**config.mk**
```make
export PLATFORM = sky130hd
export DESIGN_NAME = bram_frame_reader
export DESIGN_NICKNAME = d
export VERILOG_FILES = /design/src/rtl/bram_frame_reader.sv
export SDC_FILE = /design/constraint.sdc
export NUM_CORES = 1
export LEC_CHECK = 0
export CAP_MARGIN = 20
export CORE_MARGIN = 2
export CORE_UTILIZATION = 40
export DETAILED_ROUTE_END_ITERATION = 7
export PLACE_DENSITY_LB_ADDON = 0.1
export SYNTH_ARGS = -nofsm -noshare
export SYNTH_HDL_FRONTEND = slang
export SYNTH_SLANG_ARGS = --single-unit
```
**constraint.sdc**
```tcl
create_clock -name clk -period 7.8 [get_ports clk]
set_clock_uncertainty 0.15 [all_clocks]
set_input_delay 2.34 -clock clk [delete_from_list [all_inputs] [get_ports clk]]
set_output_delay 2.34 -clock clk [all_outputs]
set_load 0.03 [all_outputs]
```
**src/rtl/bram_frame_reader.sv**
```systemverilog
// Raster-scans one IMG_W x IMG_H frame from a 1-cycle-latency BRAM port into a valid/ready pixel stream.
// Optional stall counter output is enabled by defining BRAM_READER_STALL_CNT_EN.
module bram_frame_reader #(
    parameter int DATA_WIDTH = 8,
    parameter int ADDR_WIDTH = 12,
    parameter int IMG_W      = 64,
    parameter int IMG_H      = 64
) (
    input  logic                  clk,
    input  logic                  reset_n,
    input  logic                  start,
    input  logic [ADDR_WIDTH-1:0] base_addr,
    output logic                  busy,
    output logic                  done,
    output logic [ADDR_WIDTH-1:0] bram_addr,
    output logic                  bram_ce,
    output logic                  bram_we,
    output logic [DATA_WIDTH-1:0] bram_d,
    input  logic [DATA_WIDTH-1:0] bram_q,
    output logic                  m_valid,
    input  logic                  m_ready,
    output logic [DATA_WIDTH-1:0] m_data,
    output logic                  m_eol,
`ifdef BRAM_READER_STALL_CNT_EN
    output logic [15:0]           stall_cnt,
`endif
    output logic                  m_eof
);

    localparam int CW = (IMG_W > 1) ? $clog2(IMG_W) : 1;
    localparam int RW = (IMG_H > 1) ? $clog2(IMG_H) : 1;

    typedef enum logic [1:0] {IDLE, ISSUE, DRAIN, FIN} state_t;

    state_t                state;
    logic [CW-1:0]         col;
    logic [RW-1:0]         row;
    logic                  infl;
    logic                  infl_eol;
    logic                  infl_eof;
    logic [DATA_WIDTH-1:0] buf_data [2];
    logic [1:0]            buf_eol;
    logic [1:0]            buf_eof;
    logic                  wr_ptr;
    logic                  rd_ptr;
    logic [1:0]            buf_cnt;

    logic                  pop;
    logic                  issue_eol;
    logic                  issue_eof;
    logic [2:0]            occ;

    // occ is the buffer occupancy after this edge; a read issued now lands one edge later,
    // so issuing only while occ < 2 guarantees the 2-entry buffer never overflows.
    always_comb begin
        pop       = m_valid && m_ready;
        occ       = {1'b0, buf_cnt} + {2'b0, infl} - {2'b0, pop};
        bram_ce   = (state == ISSUE) && (occ < 3'd2);
        issue_eol = (col == CW'(IMG_W - 1));
        issue_eof = issue_eol && (row == RW'(IMG_H - 1));
    end

    assign bram_we = 1'b0;
    assign bram_d  = '0;
    assign busy    = (state != IDLE);
    assign done    = (state == FIN);
    assign m_valid = (buf_cnt != 2'd0);
    assign m_data  = buf_data[rd_ptr];
    assign m_eol   = buf_eol[rd_ptr];
    assign m_eof   = buf_eof[rd_ptr];

    always_ff @(posedge clk or negedge reset_n) begin
        if (!reset_n) begin
            state       <= IDLE;
            bram_addr   <= '0;
            col         <= '0;
            row         <= '0;
            infl        <= 1'b0;
            infl_eol    <= 1'b0;
            infl_eof    <= 1'b0;
            buf_data[0] <= '0;
            buf_data[1] <= '0;
            buf_eol     <= '0;
            buf_eof     <= '0;
            wr_ptr      <= 1'b0;
            rd_ptr      <= 1'b0;
            buf_cnt     <= '0;
        end else begin
            case (state)
                IDLE: begin
                    if (start) begin
                        state     <= ISSUE;
                        bram_addr <= base_addr;
                        col       <= '0;
                        row       <= '0;
                    end
                end
                ISSUE: if (bram_ce && issue_eof) state <= DRAIN;
                DRAIN: if (pop && m_eof) state <= FIN;
                FIN:   state <= IDLE;
                default: state <= IDLE;
            endcase

            // Markers are computed at issue time and ride along with the read.
            if (bram_ce) begin
                bram_addr <= bram_addr + 1'b1;
                if (issue_eol) begin
                    col <= '0;
                    row <= issue_eof ? '0 : row + 1'b1;
                end else begin
                    col <= col + 1'b1;
                end
            end
            infl     <= bram_ce;
            infl_eol <= issue_eol;
            infl_eof <= issue_eof;

            if (infl) begin
                buf_data[wr_ptr] <= bram_q;
                buf_eol[wr_ptr]  <= infl_eol;
                buf_eof[wr_ptr]  <= infl_eof;
                wr_ptr           <= ~wr_ptr;
            end
            if (pop) rd_ptr <= ~rd_ptr;

            case ({infl, pop})
                2'b10:   buf_cnt <= buf_cnt + 2'd1;
                2'b01:   buf_cnt <= buf_cnt - 2'd1;
                default: buf_cnt <= buf_cnt;
            endcase
        end
    end

`ifdef BRAM_READER_STALL_CNT_EN
    always_ff @(posedge clk or negedge reset_n) begin
        if (!reset_n) begin
            stall_cnt <= '0;
        end else if (state == IDLE && start) begin
            stall_cnt <= '0;
        end else if (m_valid && !m_ready && stall_cnt != 16'hFFFF) begin
            stall_cnt <= stall_cnt + 16'd1;
        end
    end
`endif

endmodule

```
==> summary.md <==
| Metric | Value |
|---|---|
| Status | finished, final reports clean |
| Share of cells above drive strength 1 | 15.7% |
| CP arrival | 4.72 ns |
| Metal-1 WL | 2.66 mm |
| Reg2reg setup slack | 4.57 ns |
| Unique masters post-synth | 48 |
| CTS tree | built |
| Top Metal Used | met4 |
| Final Setup Violations | 0 |
| Routed WL per cell | about 14 um |
| Gr ovfl total | 0 |
| FFs w/ async S/R, synth | 100% |
| Worst setup EP type | output port |
| P_leak | about 1.4 nW |
| Core area | roughly 6800 um^2 |
| Total GRT Usage | between 10% and 20% |
| Antenna-violating nets left | 0 |
| Row cnt | 30 |
| Worst skew pair latency | around 0.31 ns |
| IR Drop Worst-Case VDD | about 0.22 mV |
| Fmax | around 140 MHz |
| Cts hold-fix bufs | 0 |
| Power Dens Cells | approximately 380 nW/um^2 |
| Global-route wire length before repair | a little over 9 mm |
| Diode count | 0 |
| Yosys Warn Count | 0 |
| Setup total negative slack | 0 ns |
| Fin nets | 337 |
| Met3 wire len | 209 um |
| Residual DRC | 0 |
| Critical path required time | around 5.3 ns |
| Hold crit path type | flip-flop to flip-flop |
| Cell-by-cell trace of the critical path | clkdlybuf4s50_1 > nand2b_1 > nor2_1 > o21ai_0 > fa_1 > xnor2_1 > nand2_1 > inv_1 > buf_4 |
| Clock tree buffer depth | 2 |
| Iteration-0 DRC count of the detailed router | 52 |
| Crit path kind | input port to output port |
| Fin. max-slew vios | 0 |
| EDFF count, synth | 0 |
| RSZ-0062 raised after global routing | false |
| Die area | approximately 7600 um^2 |
| GP Congestion | between 0.7 and 0.8 |
| Root Buffer | clkbuf_8 |
| DR WL met2 | between 2 and 3 mm |
| Seq/Total Area, Yosys | roughly 48% |
| Final Hold Viols | 0 |
| H-tree depth | 2 |
| IO buf count | between 40 and 50 |
| Total power | around 1.3 mW |
| Final min period | a little over 7 ns |
| Mean Syn Cell Area | approximately 11 um^2 |
| Area Growth Syn to Fin | 22.0% |
| Boundary Pins | just under 60 |
| Delay of the slowest critical-path stage | between 0.5 and 0.6 ns |
| Initial antenna violation count | 0 |
| Clock sinks | 53 |
| CTS buffer count | 5 |
| Slew of the pin with the lowest slew margin | roughly 0.96 ns |
| Top delay family on crit path | buffers and inverters |
| Seq cells post-synth | 53 |
| Die Height | between 80 and 90 um |
| Placed wire-length estimate | between 3 and 4 mm |
| Number of global-route vias before repair | roughly 1900 |
| Pin count of the biggest net entering global routing | 54 |
| Initial Util | between 40 and 50% |
| Mapped Area | approximately 2800 um^2 |
| Period utilization | between 90 and 100% |
| Routed WL | around 5.5 mm |
| Slowest cell on crit path | clkdlybuf4s50_1 |
| Postcts setup bufs | 0 |
| Max Cap Viol | 0 |
| Crit start category | input port |
| CTS-repair resized insts | 0 |
| Ys flop type | dfrtp_1 |
| Die Span X | ~90 um |
| Total number of vias | between 2000 and 2500 |
| WP buf/inv | 3 |
| Vias per cell | roughly 5.3 |
| Register clock-pin slew on the reported worst setup and hold paths | about 0.090 ns |
| Detailed Routing Iterations Pass 1 | 4 |
| Synth Instances | between 200 and 300 |
| CP max FO | 9 |
| Max-slew headroom | between 30% and 40% |
## per-stage QoR
step | hold WS [ns] | area [um^2] | std cells | util (%) | setup slack, ns
after floorplan | 0.313 | 2810 | 263 | - | 1.22
after global placement | 0.328 | 3310 | 378 | 48.9 | 0.664
after detailed placement | 0.342 | 3310 | 378 | 48.9 | 0.579
after CTS | 0.357 | 3390 | 386 | 50.2 | 0.570
after global routing | 0.373 | 3390 | 386 | 50.2 | 0.346
final | 0.357 | 3390 | 386 | 50.2 | 0.592
## synth_stat cells, drive strengths merged (6+ instances only)
library cell	count	area, um^2
nand3	11	55.1
ha	7	87.6
inv	11	41.3
o21ai	18	90.1
buf	13	92.6
and3	6	37.5
a211oi	11	82.6
nor2	14	52.6
mux2	30	338
dfrtp	53	1330
a21oi	7	35.0
nand2	19	71.3
## cells in the final DEF, fill, tap and decap left out, types with 4 or more instances in the layout
cell	instances
a211oi_1	11
a21oi_1	7
a311oi_1	5
and3_1	6
clkbuf_8	5
clkdlybuf4s50_1	47
conb_1	9
dfrtp_1	53
ha_1	7
inv_1	11
mux2_2	30
mux2i_1	5
nand2_1	19
nand3_1	11
nor2_1	14
o21ai_0	17
xnor2_1	4
## metal layers
metal	up-vias	GRT usage, %
li1	1013	-
met4	0	4.62
met1	997	21.3
met3	7	3.22
met2	42	24.2
met5	-	0
## path summary, 6_finish.rpt
check / end / depth (start not counted) / start
min in group asynchronous: buf_data[5] / 2 / reset_n
min reg2reg: buf_data[4] / 1 / buf_data[4]
max reg2reg: state[0] / 10 / buf_cnt[1]
min: buf_data[4] / 1 / buf_data[4]
max in group asynchronous: col[2] / 2 / reset_n
max: bram_ce / 9 / m_ready
## final cells by class
type,count,area [um^2]
fillers,621,3360
multi-input cells,183,1340
flip-flops and latches,53,1330
repair buffers,51,498
well taps,80,100
clock buffers,6,72.6
inverters,11,41.3
clock inverters,2,15.0
## cell families after synthesis
group / share of synthesized area, %
other: 0.135
buffers and inverters: 5.22
XOR/XNOR: 2.56
flip-flops: 47.7
multiplexers: 13.9
AO/OA/AOI/OAI: 13.4
adder cells (fa/ha/maj): 3.87
AND/OR/NAND/NOR: 13.2
## state kept, by name, summed over array words and instances, names as in the netlist
signal / count
rd_ptr: 1
buf_eof: 2
buf_eol: 2
infl: 1
infl_eol: 1
buf_data: 16
wr_ptr: 1
buf_cnt: 2
col: 6
infl_eof: 1
row: 6
state: 2
bram_addr: 12
## report_power, final
part	leakage [nW]	total (mW)	switching, mW	internal (mW)
Sequential	0.657	0.457	0.0864	0.371
Combinational	0.727	0.683	0.371	0.311
Clock	0.0374	0.155	0.0917	0.0634
Power figures use the tool's default switching activity.
